**src/rtl/clint_axi_pkg.sv**
```systemverilog
// Shared constants for the CLINT AXI4 single-beat initiator: response codes,
// FSM encoding, default CLINT register addresses and the timeout counter width.
package clint_axi_pkg;

  localparam logic [1:0] AXI_RESP_OKAY   = 2'b00;
  localparam logic [1:0] AXI_RESP_EXOKAY = 2'b01;
  localparam logic [1:0] AXI_RESP_SLVERR = 2'b10;
  localparam logic [1:0] AXI_RESP_DECERR = 2'b11;

  localparam logic [31:0] CLINT_MSIP0_ADDR = 32'h0200_0000;
  localparam logic [31:0] CLINT_MSIP1_ADDR = 32'h0200_0004;
  localparam logic [31:0] CLINT_SSIP0_ADDR = 32'h0200_C000;
  localparam logic [31:0] CLINT_SSIP1_ADDR = 32'h0200_C004;

  localparam int TMR_W = 16;

  typedef enum logic [2:0] {
    ST_IDLE  = 3'd0,
    ST_WRITE = 3'd1,
    ST_READ  = 3'd2,
    ST_ERR   = 3'd3,
    ST_DONE  = 3'd4
  } state_e;

  // EXOKAY counts as success; only SLVERR/DECERR flag an error.
  function automatic logic resp_is_err(input logic [1:0] resp);
    return (resp == AXI_RESP_SLVERR) || (resp == AXI_RESP_DECERR);
  endfunction

endpackage

```
**src/rtl/clint_axi_resp_timer.sv**
```systemverilog
// Response watchdog for clint_axi_master: counts cycles spent waiting on the
// slave and flags expiry after TIMEOUT_CYCLES cycles (CLINT_MST_TIMEOUT_EN builds).
module clint_axi_resp_timer
  import clint_axi_pkg::*;
#(
  parameter int TIMEOUT_CYCLES = 256
) (
  input  logic aclk,
  input  logic areset,
  input  logic clear,
  input  logic run,
  output logic expired
);

  localparam logic [TMR_W-1:0] LIMIT = TMR_W'(TIMEOUT_CYCLES - 1);

  logic [TMR_W-1:0] cnt;

  always_ff @(posedge aclk) begin
    if (areset || clear) begin
      cnt <= '0;
    end else if (run && !expired) begin
      cnt <= cnt + TMR_W'(1);
    end
  end

  // The first waiting cycle sees cnt = 0, so expiry lands on the TIMEOUT_CYCLES-th one.
  assign expired = run && (cnt == LIMIT);

endmodule

```
**src/rtl/clint_axi_master.sv**
```systemverilog
// Single-beat AXI4 initiator for CLINT MSIP/SSIP access: one request in, AW+W+B or
// AR+R out, one completion pulse back. Optional watchdog: define CLINT_MST_TIMEOUT_EN.
module clint_axi_master
  import clint_axi_pkg::*;
#(
  parameter int TIMEOUT_CYCLES = 256
) (
  input  logic        aclk,
  input  logic        areset,
  input  logic        req_valid,
  output logic        req_ready,
  input  logic        req_we,
  input  logic [31:0] req_addr,
  input  logic [31:0] req_wdata,
  output logic        resp_valid,
  output logic [31:0] resp_rdata,
  output logic        resp_err,
  output logic [31:0] awaddr,
  output logic        awvalid,
  input  logic        awready,
  output logic [31:0] wdata,
  output logic        wlast,
  output logic        wvalid,
  input  logic        wready,
  output logic        bready,
  input  logic [1:0]  bresp,
  input  logic        bvalid,
  output logic [31:0] araddr,
  output logic        arvalid,
  input  logic        arready,
  output logic        rready,
  input  logic [31:0] rdata,
  input  logic        rvalid,
  input  logic [1:0]  rresp,
  input  logic        rlast
);

  state_e      state, state_nxt;
  logic        we_q, err_q;
  logic [31:0] addr_q, wdata_q, rdata_q;
  logic        aw_done, w_done, b_done, ar_done;
  logic        accept, aw_hs, w_hs, b_hs, ar_hs, r_hs;
  logic        write_fin, timeout;

  assign accept = req_valid && req_ready;
  assign aw_hs  = awvalid && awready;
  assign w_hs   = wvalid && wready;
  assign b_hs   = bvalid && bready;
  assign ar_hs  = arvalid && arready;
  assign r_hs   = rvalid && rready;

  // Handshakes of the current cycle count, so zero-wait slaves finish without a bubble.
  assign write_fin = (aw_done || aw_hs) && (w_done || w_hs) && (b_done || b_hs);

`ifdef CLINT_MST_TIMEOUT_EN
  clint_axi_resp_timer #(
    .TIMEOUT_CYCLES (TIMEOUT_CYCLES)
  ) u_timer (
    .aclk    (aclk),
    .areset  (areset),
    .clear   (accept),
    .run     ((state == ST_WRITE) || (state == ST_READ)),
    .expired (timeout)
  );
`else
  logic unused_cfg;
  assign unused_cfg = (TIMEOUT_CYCLES != 0);
  assign timeout    = 1'b0;
`endif

  // rlast is redundant for single-beat reads; only resp bit 1 carries error meaning.
  logic unused_in;
  assign unused_in = ^{rlast, bresp[0], rresp[0]};

  always_ff @(posedge aclk) begin
    if (areset) begin
      state <= ST_IDLE;
    end else begin
      state <= state_nxt;
    end
  end

  always_comb begin
    state_nxt = state;
    unique case (state)
      ST_IDLE: begin
        if (accept) begin
          if (req_addr[1:0] != 2'b00) state_nxt = ST_ERR;
          else if (req_we)            state_nxt = ST_WRITE;
          else                        state_nxt = ST_READ;
        end
      end
      ST_WRITE: if (write_fin || timeout) state_nxt = ST_DONE;
      ST_READ:  if (r_hs || timeout)      state_nxt = ST_DONE;
      ST_ERR:   state_nxt = ST_DONE;
      ST_DONE:  state_nxt = ST_IDLE;
      default:  state_nxt = ST_IDLE;
    endcase
  end

  always_comb begin
    req_ready  = 1'b0;
    awvalid    = 1'b0;
    wvalid     = 1'b0;
    wlast      = 1'b0;
    bready     = 1'b0;
    arvalid    = 1'b0;
    rready     = 1'b0;
    resp_valid = 1'b0;
    resp_err   = 1'b0;
    resp_rdata = '0;
    if (!areset) begin
      unique case (state)
        ST_IDLE:  req_ready = 1'b1;
        ST_WRITE: begin
          awvalid = !aw_done;
          wvalid  = !w_done;
          wlast   = !w_done;
          bready  = !b_done;
        end
        ST_READ: begin
          arvalid = !ar_done;
          rready  = 1'b1;
        end
        ST_DONE: begin
          resp_valid = 1'b1;
          resp_err   = err_q;
          resp_rdata = we_q ? '0 : rdata_q;
        end
        default: ;
      endcase
    end
    awaddr = awvalid ? addr_q  : '0;
    wdata  = wvalid  ? wdata_q : '0;
    araddr = arvalid ? addr_q  : '0;
  end

  // Per-channel completion flags, cleared whenever the FSM is idle.
  always_ff @(posedge aclk) begin
    if (areset || (state == ST_IDLE)) begin
      aw_done <= 1'b0;
      w_done  <= 1'b0;
      b_done  <= 1'b0;
      ar_done <= 1'b0;
    end else begin
      if (aw_hs) aw_done <= 1'b1;
      if (w_hs)  w_done  <= 1'b1;
      if (b_hs)  b_done  <= 1'b1;
      if (ar_hs) ar_done <= 1'b1;
    end
  end

  always_ff @(posedge aclk) begin
    if (accept) begin
      we_q    <= req_we;
      addr_q  <= req_addr;
      wdata_q <= req_wdata;
      rdata_q <= '0;
      err_q   <= (req_addr[1:0] != 2'b00);
    end else begin
      if (b_hs) err_q <= resp_is_err(bresp);
      if (r_hs) begin
        rdata_q <= rdata;
        err_q   <= resp_is_err(rresp);
      end
      if (timeout && !((state == ST_WRITE) ? write_fin : r_hs)) err_q <= 1'b1;
    end
  end

endmodule

```
**config.mk**
```make
export PLATFORM = sky130hd
export DESIGN_NAME = clint_axi_master
export DESIGN_NICKNAME = d
export VERILOG_FILES = /design/src/rtl/clint_axi_pkg.sv /design/src/rtl/clint_axi_resp_timer.sv /design/src/rtl/clint_axi_master.sv
export SDC_FILE = /design/constraint.sdc
export NUM_CORES = 1
export LEC_CHECK = 0
export ABC_AREA = 1
export CAP_MARGIN = 20
export CORE_MARGIN = 5
export CORE_UTILIZATION = 39
export CTS_CLUSTER_DIAMETER = 80
export CTS_CLUSTER_SIZE = 40
export DETAILED_ROUTE_END_ITERATION = 6
export PLACE_DENSITY = 0.9
export SETUP_SLACK_MARGIN = 0.02
export SLEW_MARGIN = 0
export SYNTH_ARGS = -nofsm -noshare
export SYNTH_HDL_FRONTEND = slang
export SYNTH_SLANG_ARGS = --single-unit
```
**constraint.sdc**
```tcl
create_clock -name aclk -period 2.7 [get_ports aclk]
set_clock_uncertainty 0.2 [all_clocks]
set_input_delay 0.405 -clock aclk [delete_from_list [all_inputs] [get_ports aclk]]
set_output_delay 0.405 -clock aclk [all_outputs]
set_load 0.05 [all_outputs]
```
==> metrics.txt, run 1 <==
worst hold path endpoint rdata_q[19]$_SDFFE_PP0P_; Syn Inst Count 491; Async SR Flop Fraction 0%; Via density between 4 and 5; Worst path slowest cell clkdlybuf4s50_1; Worst Reg-to-Reg Cells 8; RSZ-0062 raised after global routing false; die width roughly 120 µm; CP endpoint kind primary output; CTS hold repair buffers 0; Die Y 118 µm; final period utilization about nine tenths; largest net degree at the start of global routing 36; drt total wl 14700 µm; first-pass GRT wire length 23300 µm; First-pass DRT Iterations 4; Hold Startpoint rdata_q[19]$_SDFFE_PP0P_; Post-Place Cells 868; initial DRC count 188; setup tns final 0 ps; Finished Cell Area 8850 µm²; post-DR wirelength/cell 16.6 µm; worst vdd ir ~0.38 mV; fin. max-slew vios 0; EDFF count, synth 66; Syn Nets between 600 and 700; final setup vio count 0; slew of the pin with the lowest slew margin 379 ps; slew margin rel. between 70% and 80%; Worst EP required about 2100 ps; Longest Clk Path Bufs 2; Max stage delay on crit path roughly 430 ps; cell with the most instances after synthesis inv_1; n_diodes 0; Reg area between 2000 and 3000 µm²; crit-path cells clkdlybuf4s50_1 > inv_2 > nand3_2 > nor2_2 > inv_2 > buf_12 > nor2_1 > buf_12; outcome finished, final reports clean; # DRC 0; Total GRT Usage 21.3%; commonest cells in the synthesized netlist 110 x inv_1, 104 x nor2_1, 66 x edfxtp_1, 39 x dfxtp_1, 34 x a21oi_1; share of layout cells above drive strength 1 26.6%; reg2reg end rdata_q[17]$_SDFFE_PP0P_; Final min period 2440 ps; Main synth FF type edfxtp_1; I/O pin count 247; Reg2Reg Setup Slack ~840 ps; fillcell total 656; max frequency 0.409 GHz; Yosys top cell area share approximately 44%; Core Rows 39; final hold viol count 0; final worst slack 258 ps; H-tree levels 3; Synth-to-Final Area Change 96.1%; total CTS buffers 9; port bufs 243; Hold WC Path Type reg -> reg; vias in the first global route between 4000 and 5000; pre-CTS setup slack 260 ps; Synth Register Bits 105; synth warn 0; via count approximately 4200; sequential area share after synthesis 61.2%; Starting Density 39.7%; Area contributors post-synth edfxtp_1 44%, dfxtp_1 17%, inv_1 9.1%; synthesized area per cell 9.20 µm²; cell taking the most area after synthesis edfxtp_1; Hold Path Depth 2; Power Dens Cells 692 nW/µm²; Core ar. 11400 µm²; Crit Path Class in -> out; crit path launch type primary input; die area 13800 µm²; clock root cell clkbuf_16; antenna-violating nets left 0; antenna violations before repair 0; Worst Setup SP areset; post-synthesis cell area 4520 µm²; Netlist cell types 29; Layout Nets 846; Post-CTS Resized 0; clock-pin transition on the worst setup and hold timing paths approximately 80 ps; area of the multi-input gates 1150 µm²; Pleak between 3 and 4 nW; grt ovf 0; Final Instance Count excl. Fillers 884; HPWL Detailed 11900 µm; worst-path maximum fanout 32; CTS sink cnt 105; postcts setup bufs 0; gpl congestion 0.787; critical path arrival 1840 ps; placed standard-cell area 8550 µm²; worst r2r src state[2]$_SDFFE_PP0P_; max-cap violations 0; CTS tree done; Worst-Skew Late Latency ~340 ps
-- sequential cells by signal, summed over array words and instances (netlist names) --
register and count:
err_q 1, ar_done 1, w_done 1, rdata_q 32, we_q 1, state 3, addr_q 32, aw_done 1
b_done 1, wdata_q 32
-- worst max path at each step --
stage / to / slack, ps
2_1_floorplan: wdata[10] / 30
4_1_cts: awaddr[18] / 260
6_report: awaddr[18] / 260
3_5_place_dp: araddr[22] / 260
5_1_grt: awaddr[18] / 170
3_3_place_gp: araddr[22] / 260
-- cell families after synthesis --
family | after synthesis | synth area share [%]
buffers and inverters | 144 | 13.4
AO/OA/AOI/OAI | 73 | 8.65
flip-flops | 105 | 61.2
AND/OR/NAND/NOR | 169 | 16.8
-- area by class of cell --
cell class              instances  area share [%]
clock inverters                 7           0.947
multi-input cells             242            13.0
repair buffers                260            45.2
inverters                     118            5.00
clock buffers                   9            2.54
flip-flops and latches        105            31.2
well taps                     143            2.02
-- layer usage --
| metal | global-route usage [%] | vias to the layer above | wire, µm |
|---|---|---|---|
| li1 | - | 2021 | - |
| met5 | 0 | - | 0 |
| met2 | 38.4 | 189 | 7700 |
| met3 | 7.78 | 29 | 1380 |
| met1 | 22.7 | 1921 | 5200 |
| met4 | 7.67 | 0 | 408 |
-- metrics by stage --
stage / util [%] / total power (W) / hold WS, ps
after floorplan: - / 0.00358 / 230
after global placement: 75.2 / 0.00472 / 239
after detailed placement: 75.2 / 0.00484 / 246
after CTS: 77.9 / 0.00619 / 256
after global routing: 77.9 / 0.00642 / 270
final: 77.9 / 0.00613 / 254
-- power breakdown --
group,switching [W],internal (W)
logic,0.00154,0.00110
clock network,0.000606,0.000739
registers,0.0000939,0.00206
-- cell usage in the layout (no fill, tap or decap), types with 3 or more instances in the layout --
master	synthesis	routed
nor2_2	1	3
inv_2	8	8
edfxtp_1	66	66
nand2_1	14	14
o21ai_0	28	28
nor2_4	3	3
nor3_1	33	33
a21oi_1	34	34
clkbuf_16	0	9
buf_12	0	143
clkdlybuf4s50_1	0	106
nand3_1	3	3
nor2_1	104	102
buf_4	1	11
inv_1	110	110
nand3_2	3	3
nand4_1	3	3
dfxtp_1	39	39
o21ai_1	4	4
-- worst max-delay path, delay by kind of cell --
family / cells / cell delay, ps
buf+inv: 5 / 930
simple gates: 3 / 490
Power figures use the tool's default switching activity.
==> run 2, diff against run 1 <==
--- a/config.mk
+++ b/config.mk
@@ -12,7 +12,7 @@
 export CTS_CLUSTER_DIAMETER = 80
 export CTS_CLUSTER_SIZE = 40
 export DETAILED_ROUTE_END_ITERATION = 6
-export PLACE_DENSITY = 0.9
+export PLACE_DENSITY = 0.81
 export SETUP_SLACK_MARGIN = 0.02
 export SLEW_MARGIN = 0
 export SYNTH_ARGS = -nofsm -noshare
==> run 2 against run 1 <==
First-iteration DRC count grew 30%. Final cell count shrank 0.79%. Setup slack lost 130 ps. Sequential share of layout area grew 0.40 points. Critical path type unchanged. Wire length grew 11%. Largest power group unchanged. Register-to-register slack gained 80 ps.
==> metrics.txt, run 2 (synthesized netlist as in run 1, its figures left out) <==
most frequent cells in the layout 139 x buf_12, 110 x inv_1, 106 x clkdlybuf4s50_1, 98 x nor2_1, 66 x edfxtp_1; worst-path maximum fanout 33; share of layout cells above drive strength 1 26.2%; First-pass DRT Iterations 4; antenna violations before repair 1; Total GRT Usage 22.9%; Buf/Inv on CP 4; placed standard-cell area around 8400 µm²; CP dominant cell by count buf_12; most common cell after layout, fill and taps aside buf_12; setup tns final 0 ps; max-cap violations 0; first-pass GRT wire length 24800 µm; top routing layer used met4; grt ovf 0; Longest Clk Path Bufs 2; Worst-Skew Late Latency about 340 ps; WL met2 ~8500 µm; worst vdd ir 0.385 mV; critical path arrival 1970 ps; outcome finished, final reports clean; final hold slack 252 ps; Worst Setup SP areset; initial DRC count 245; # DRC 0; slew margin rel. 68.2%; worst r2r src state[1]$_SDFFE_PP0P_; H-tree levels 3; metal3 WL about 1600 µm; final setup vio count 0; Synth-to-Final Area Change 93.6%; final period utilization 95.4%; crit path launch type primary input; max frequency roughly 0.39 GHz; fin. max-slew vios 0; clock-pin transition on the worst setup and hold timing paths 70 ps; drt total wl 16300 µm; total CTS buffers 9; RSZ-0062 raised after global routing false; die area 13800 µm²; Final min period ~2600 ps; vias in the first global route approximately 4400; met1 WL 5970 µm; Layout Nets 839; largest net degree at the start of global routing 67; Core ar. 11400 µm²; crit-path cells clkdlybuf4s50_1 > buf_4 > nor2_4 > nand2_1 > buf_12 > nor2_1 > buf_12; Finished Cell Area 8740 µm²; antenna-violating nets left 0; I/O pin count 247; gpl congestion 0.849; Crit Path Class in -> out; slew of the pin with the lowest slew margin 473 ps; port bufs 243; final hold viol count 0; CTS tree done; Power Dens Cells 679 nW/µm²; Largest regs addr_q (32), rdata_q (32), wdata_q (32); HPWL Detailed 13000 µm; clock root cell clkbuf_16; pre-CTS setup slack 73.1 ps; CP endpoint kind primary output; Via density 4.89; Tot Pwr 0.00594 W; Worst EP required 2100 ps; final worst slack 125 ps; Max stage delay on crit path 430 ps; post-DR wirelength/cell 18.6 µm; Worst path slowest cell clkdlybuf4s50_1; Die Y 118 µm; Hold WC Path Type reg -> reg; fillcell total 685; die width 118 µm; Hold Startpoint rdata_q[30]$_SDFFE_PP0P_; Pleak 3.64 nW; Core Rows 39; delay-heaviest family, CP buffers and inverters; Starting Density 39.7%; CTS sink cnt roughly 110; via count 4286
[run 2: changes by cell type in the layout (fill, tap and decap cells not counted), sizes merged]
| cell | previous run | this run |
|---|---|---|
| diode | 0 | 1 |
| clkinv | 1 | 2 |
| clkbuf | 9 | 10 |
| buf | 154 | 147 |
| inv | 122 | 118 |
| bufinv | 1 | 0 |
| clkinvlp | 1 | 3 |
[run 2: worst reg2reg max path: cells and delay by family (launching register included)]
family        cells  cell delay [ps]
simple gates      3              310
buf+inv           3              600
flops             1              330
[run 2: where the power goes]
part | total [W] | internal, W | switching [W]
combinational | 0.00260 | 0.00105 | 0.00155
sequential | 0.00216 | 0.00206 | 0.0000989
clock | 0.00118 | 0.000618 | 0.000557
total | 0.00594 | 0.00373 | 0.00220
[run 2: worst paths after layout]
| path | endpoint | slack, ps | cells after the start |
|---|---|---|---|
| worst max-delay path | araddr[4] | 120 | 7 |
| worst min-delay path | rdata_q[30]$_SDFFE_PP0P_ | 250 | 2 |
| worst min register to register | rdata_q[30]$_SDFFE_PP0P_ | 250 | 2 |
| worst max register to register | addr_q[29]$_DFFE_PP_ | 920 | 6 |
[run 2: per-layer routing]
metal  up-vias  GRT usage, %
li1       2004             -
met1      2027          25.8
met2       229          40.1
met3        26          8.55
met4         0          7.38
met5         -             0
[run 2: metrics by stage]
stage,util [%],instances
floorplan,-,491
global placement,74.2,860
detailed placement,74.2,860
CTS,76.5,875
global route,76.9,877
finish,76.9,877
[run 2: cell type report]
class                      count  area, µm²  area share (%)
timing repair buffer         253       3920            44.9
sequential                   105       2760            31.6
multi-input combinational    242       1160            13.3
inverter                     118        448            5.12
clock buffer                  10        229            2.62
tap                          143        179            2.05
clock inverter                 5       33.8           0.386
antenna                        1       2.50          0.0286
[run 2: what timing repair did]
action                                  4_1_cts  5_1_grt
buffers inserted                              0        0
hold buffers                                  0        0
resized for setup                             0        8
endpoints found under the setup margin        0       64
==> run 3, diff against run 2 <==
--- a/config.mk
+++ b/config.mk
@@ -12,7 +12,9 @@
 export CTS_CLUSTER_DIAMETER = 80
 export CTS_CLUSTER_SIZE = 40
 export DETAILED_ROUTE_END_ITERATION = 6
+export GPL_ROUTABILITY_DRIVEN = 0
 export PLACE_DENSITY = 0.81
+export REMOVE_ABC_BUFFERS = 1
 export SETUP_SLACK_MARGIN = 0.02
 export SLEW_MARGIN = 0
 export SYNTH_ARGS = -nofsm -noshare
==> constraint.sdc (replaced) <==
create_clock -name aclk -period 2.4 [get_ports aclk]
set_clock_uncertainty 0.2 [all_clocks]
set_input_delay 0.36 -clock aclk [delete_from_list [all_inputs] [get_ports aclk]]
set_output_delay 0.36 -clock aclk [all_outputs]
set_load 0.05 [all_outputs]
==> run 3 against run 2 <==
Sequential share of layout area shrank 2.5 points. Core utilization is 6.5 points higher. Combinational power up 26%. Critical endpoint is now awaddr[13]. First-iteration DRC count is 9.0% lower. Design area is 8.4% higher. Critical path depth grew 1. Critical path type is now reg -> out. Worst hold slack better by 6.6 ps. Sequential power grew 13%. Setup slack worse by 120 ps. Non-clock buffer count grew 25.
==> metrics.txt, run 3 (synthesized netlist as in run 1, its figures left out) <==
drt total wl 17600 µm; Pint 0.00454 W; clock-pin transition on the worst setup and hold timing paths roughly 70 ps; Finished Cell Area about 9500 µm²; Largest regs addr_q (32), rdata_q (32), wdata_q (32); Longest Clk Path Bufs 2; Power Dens Cells 764 nW/µm²; max-cap violations 0; crit path launch type register; most common cell after layout, fill and taps aside buf_12; Buf/Inv on CP 4; CTS sink cnt 105; Die Y 118 µm; CTS tree done; HPWL Detailed 12600 µm; final hold viol count 0; crit-path cells inv_2 > nor2_4 > nand3_4 > nor2_4 > inv_4 > clkbuf_16 > nor2_4 > buf_12; CP dominant cell by count nor2_4; clock root cell clkbuf_16; via count 4523; Worst EP required 1840 ps; grt ovf 0; Tot Pwr about 0.0072 W; final period utilization roughly 100%; max frequency 0.418 GHz; antenna-violating nets left 0; # DRC 0; most frequent cells in the layout 141 x buf_12, 110 x inv_1, 105 x clkdlybuf4s50_1, 66 x edfxtp_1, 63 x nor2_2; Pleak 3.83 nW; vias in the first global route ~4600; fillcell total between 500 and 600; Total GRT Usage 22.8%; slew of the pin with the lowest slew margin 407 ps; clock network fraction of design power 21.1%; Starting Density 39.7%; CTS hold repair buffers 0; worst vdd ir 0.593 mV; port bufs 243; outcome finished, final reports clean; Crit Path Class reg -> out; antenna violations before repair 0; final setup vio count 0; setup tns final 0 ps; P_sw 0.00271 W; I/O pin count between 200 and 250; Worst-Skew Late Latency ~340 ps; Comb pwr share 45.2%; RSZ-0062 raised after global routing true; Final Instance Count excl. Fillers 902; Final min period 2390 ps; slew margin rel. 72.9%; share of layout cells above drive strength 1 between 40 and 50%; n_diodes 0; largest net degree at the start of global routing 66; fin. max-slew vios 0; critical path arrival 1830 ps; Core Rows 39; delay-heaviest family, CP simple AND/OR/NAND/NOR gates; Synth-to-Final Area Change 110%; Sw Share 37.4%; Worst path slowest cell dfxtp_1; First-pass DRT Iterations 5; sequential share of power 33.7%; initial DRC count between 200 and 250; Max stage delay on crit path ~330 ps; die area ~14000 µm²; worst-path maximum fanout 16; Core ar. between 10000 and 15000 µm²; first-pass GRT wire length between 20000 and 30000 µm; Via density 5.01; Post-Place Cells between 800 and 900; H-tree levels 3; Layout Nets 864; post-DR wirelength/cell 19.5 µm; die width 118 µm; CP endpoint kind primary output; total CTS buffers 9; placed standard-cell area about 8600 µm²; Hold WC Path Type reg -> reg
run 3: cell count changes in the layout (fill, tap and decap cells not counted), moves of 2 or more:
cell / before / now
nor2_1: 98 / 8
nor2_2: 7 / 63
clkbuf_1: 1 / 3
nor3_1: 33 / 27
buf_4: 7 / 28
clkinvlp_4: 2 / 0
clkbuf_16: 9 / 12
nor2_4: 3 / 37
nor3_2: 0 / 6
buf_12: 139 / 141
run 3: per-stage QoR:
step                      utilization, %  hold slack, ps  setup slack [ps]
after floorplan                        -             232             -1370
after global placement              75.9             239              33.3
after detailed placement            75.9             251              -103
final                               83.4             259              6.19
after global routing                83.4             282             -80.0
after CTS                           78.8             261              10.1
run 3: worst min-delay path, cell delays in order, from the launching register on:
cell and delay [ps]:
dfxtp_1 300, inv_1 60, a21oi_1 60
run 3: what timing repair did:
action                     4_1_cts  5_1_grt
pin swaps                        0        4
gates cloned                     0        2
setup buffers                    0        3
setup endpoints to repair       65      106
gates resized for setup          8      136
run 3: layout make-up:
| cell class | count | area [µm²] | share of cell area, % |
|---|---|---|---|
| Clock buffer | 14 | 275 | 2.90 |
| Tap cell | 143 | 179 | 1.89 |
| Inverter | 118 | 455 | 4.80 |
| Multi-Input combinational cell | 242 | 1600 | 16.9 |
| Timing Repair Buffer | 278 | 4170 | 44.0 |
| Clock inverter | 2 | 35.0 | 0.370 |
| Sequential cell | 105 | 2760 | 29.1 |
run 3: power groups by stage:
stage | logic [W] | registers (W) | clock network, W
3_3_place_gp | 0.00287 | 0.00244 | 0
6_report | 0.00327 | 0.00245 | 0.00153
3_5_place_dp | 0.00299 | 0.00247 | 0
5_1_grt | 0.00346 | 0.00247 | 0.00164
2_1_floorplan | 0.00151 | 0.00245 | 0
4_1_cts | 0.00302 | 0.00244 | 0.00154
run 3: layer usage:
layer / up-vias / GRT usage, % / wire length (µm)
met5: - / 0 / 0
met4: 0 / 7.74 / 417
met3: 29 / 6.92 / 1440
met2: 262 / 40.8 / 9460
met1: 2176 / 25.7 / 6310
li1: 2056 / - / -
run 3: worst paths after layout:
| path | start | endpoint | slack, ps | cells after the start |
|---|---|---|---|---|
| worst min-delay path | rdata_q[5]$_SDFFE_PP0P_ | rdata_q[5]$_SDFFE_PP0P_ | 260 | 2 |
| worst min register to register | rdata_q[5]$_SDFFE_PP0P_ | rdata_q[5]$_SDFFE_PP0P_ | 260 | 2 |
| worst max-delay path | state[0]$_SDFFE_PP0P_ | awaddr[13] | 6 | 8 |
| worst max register to register | state[0]$_SDFFE_PP0P_ | err_q$_DFFE_PP_ | 570 | 7 |
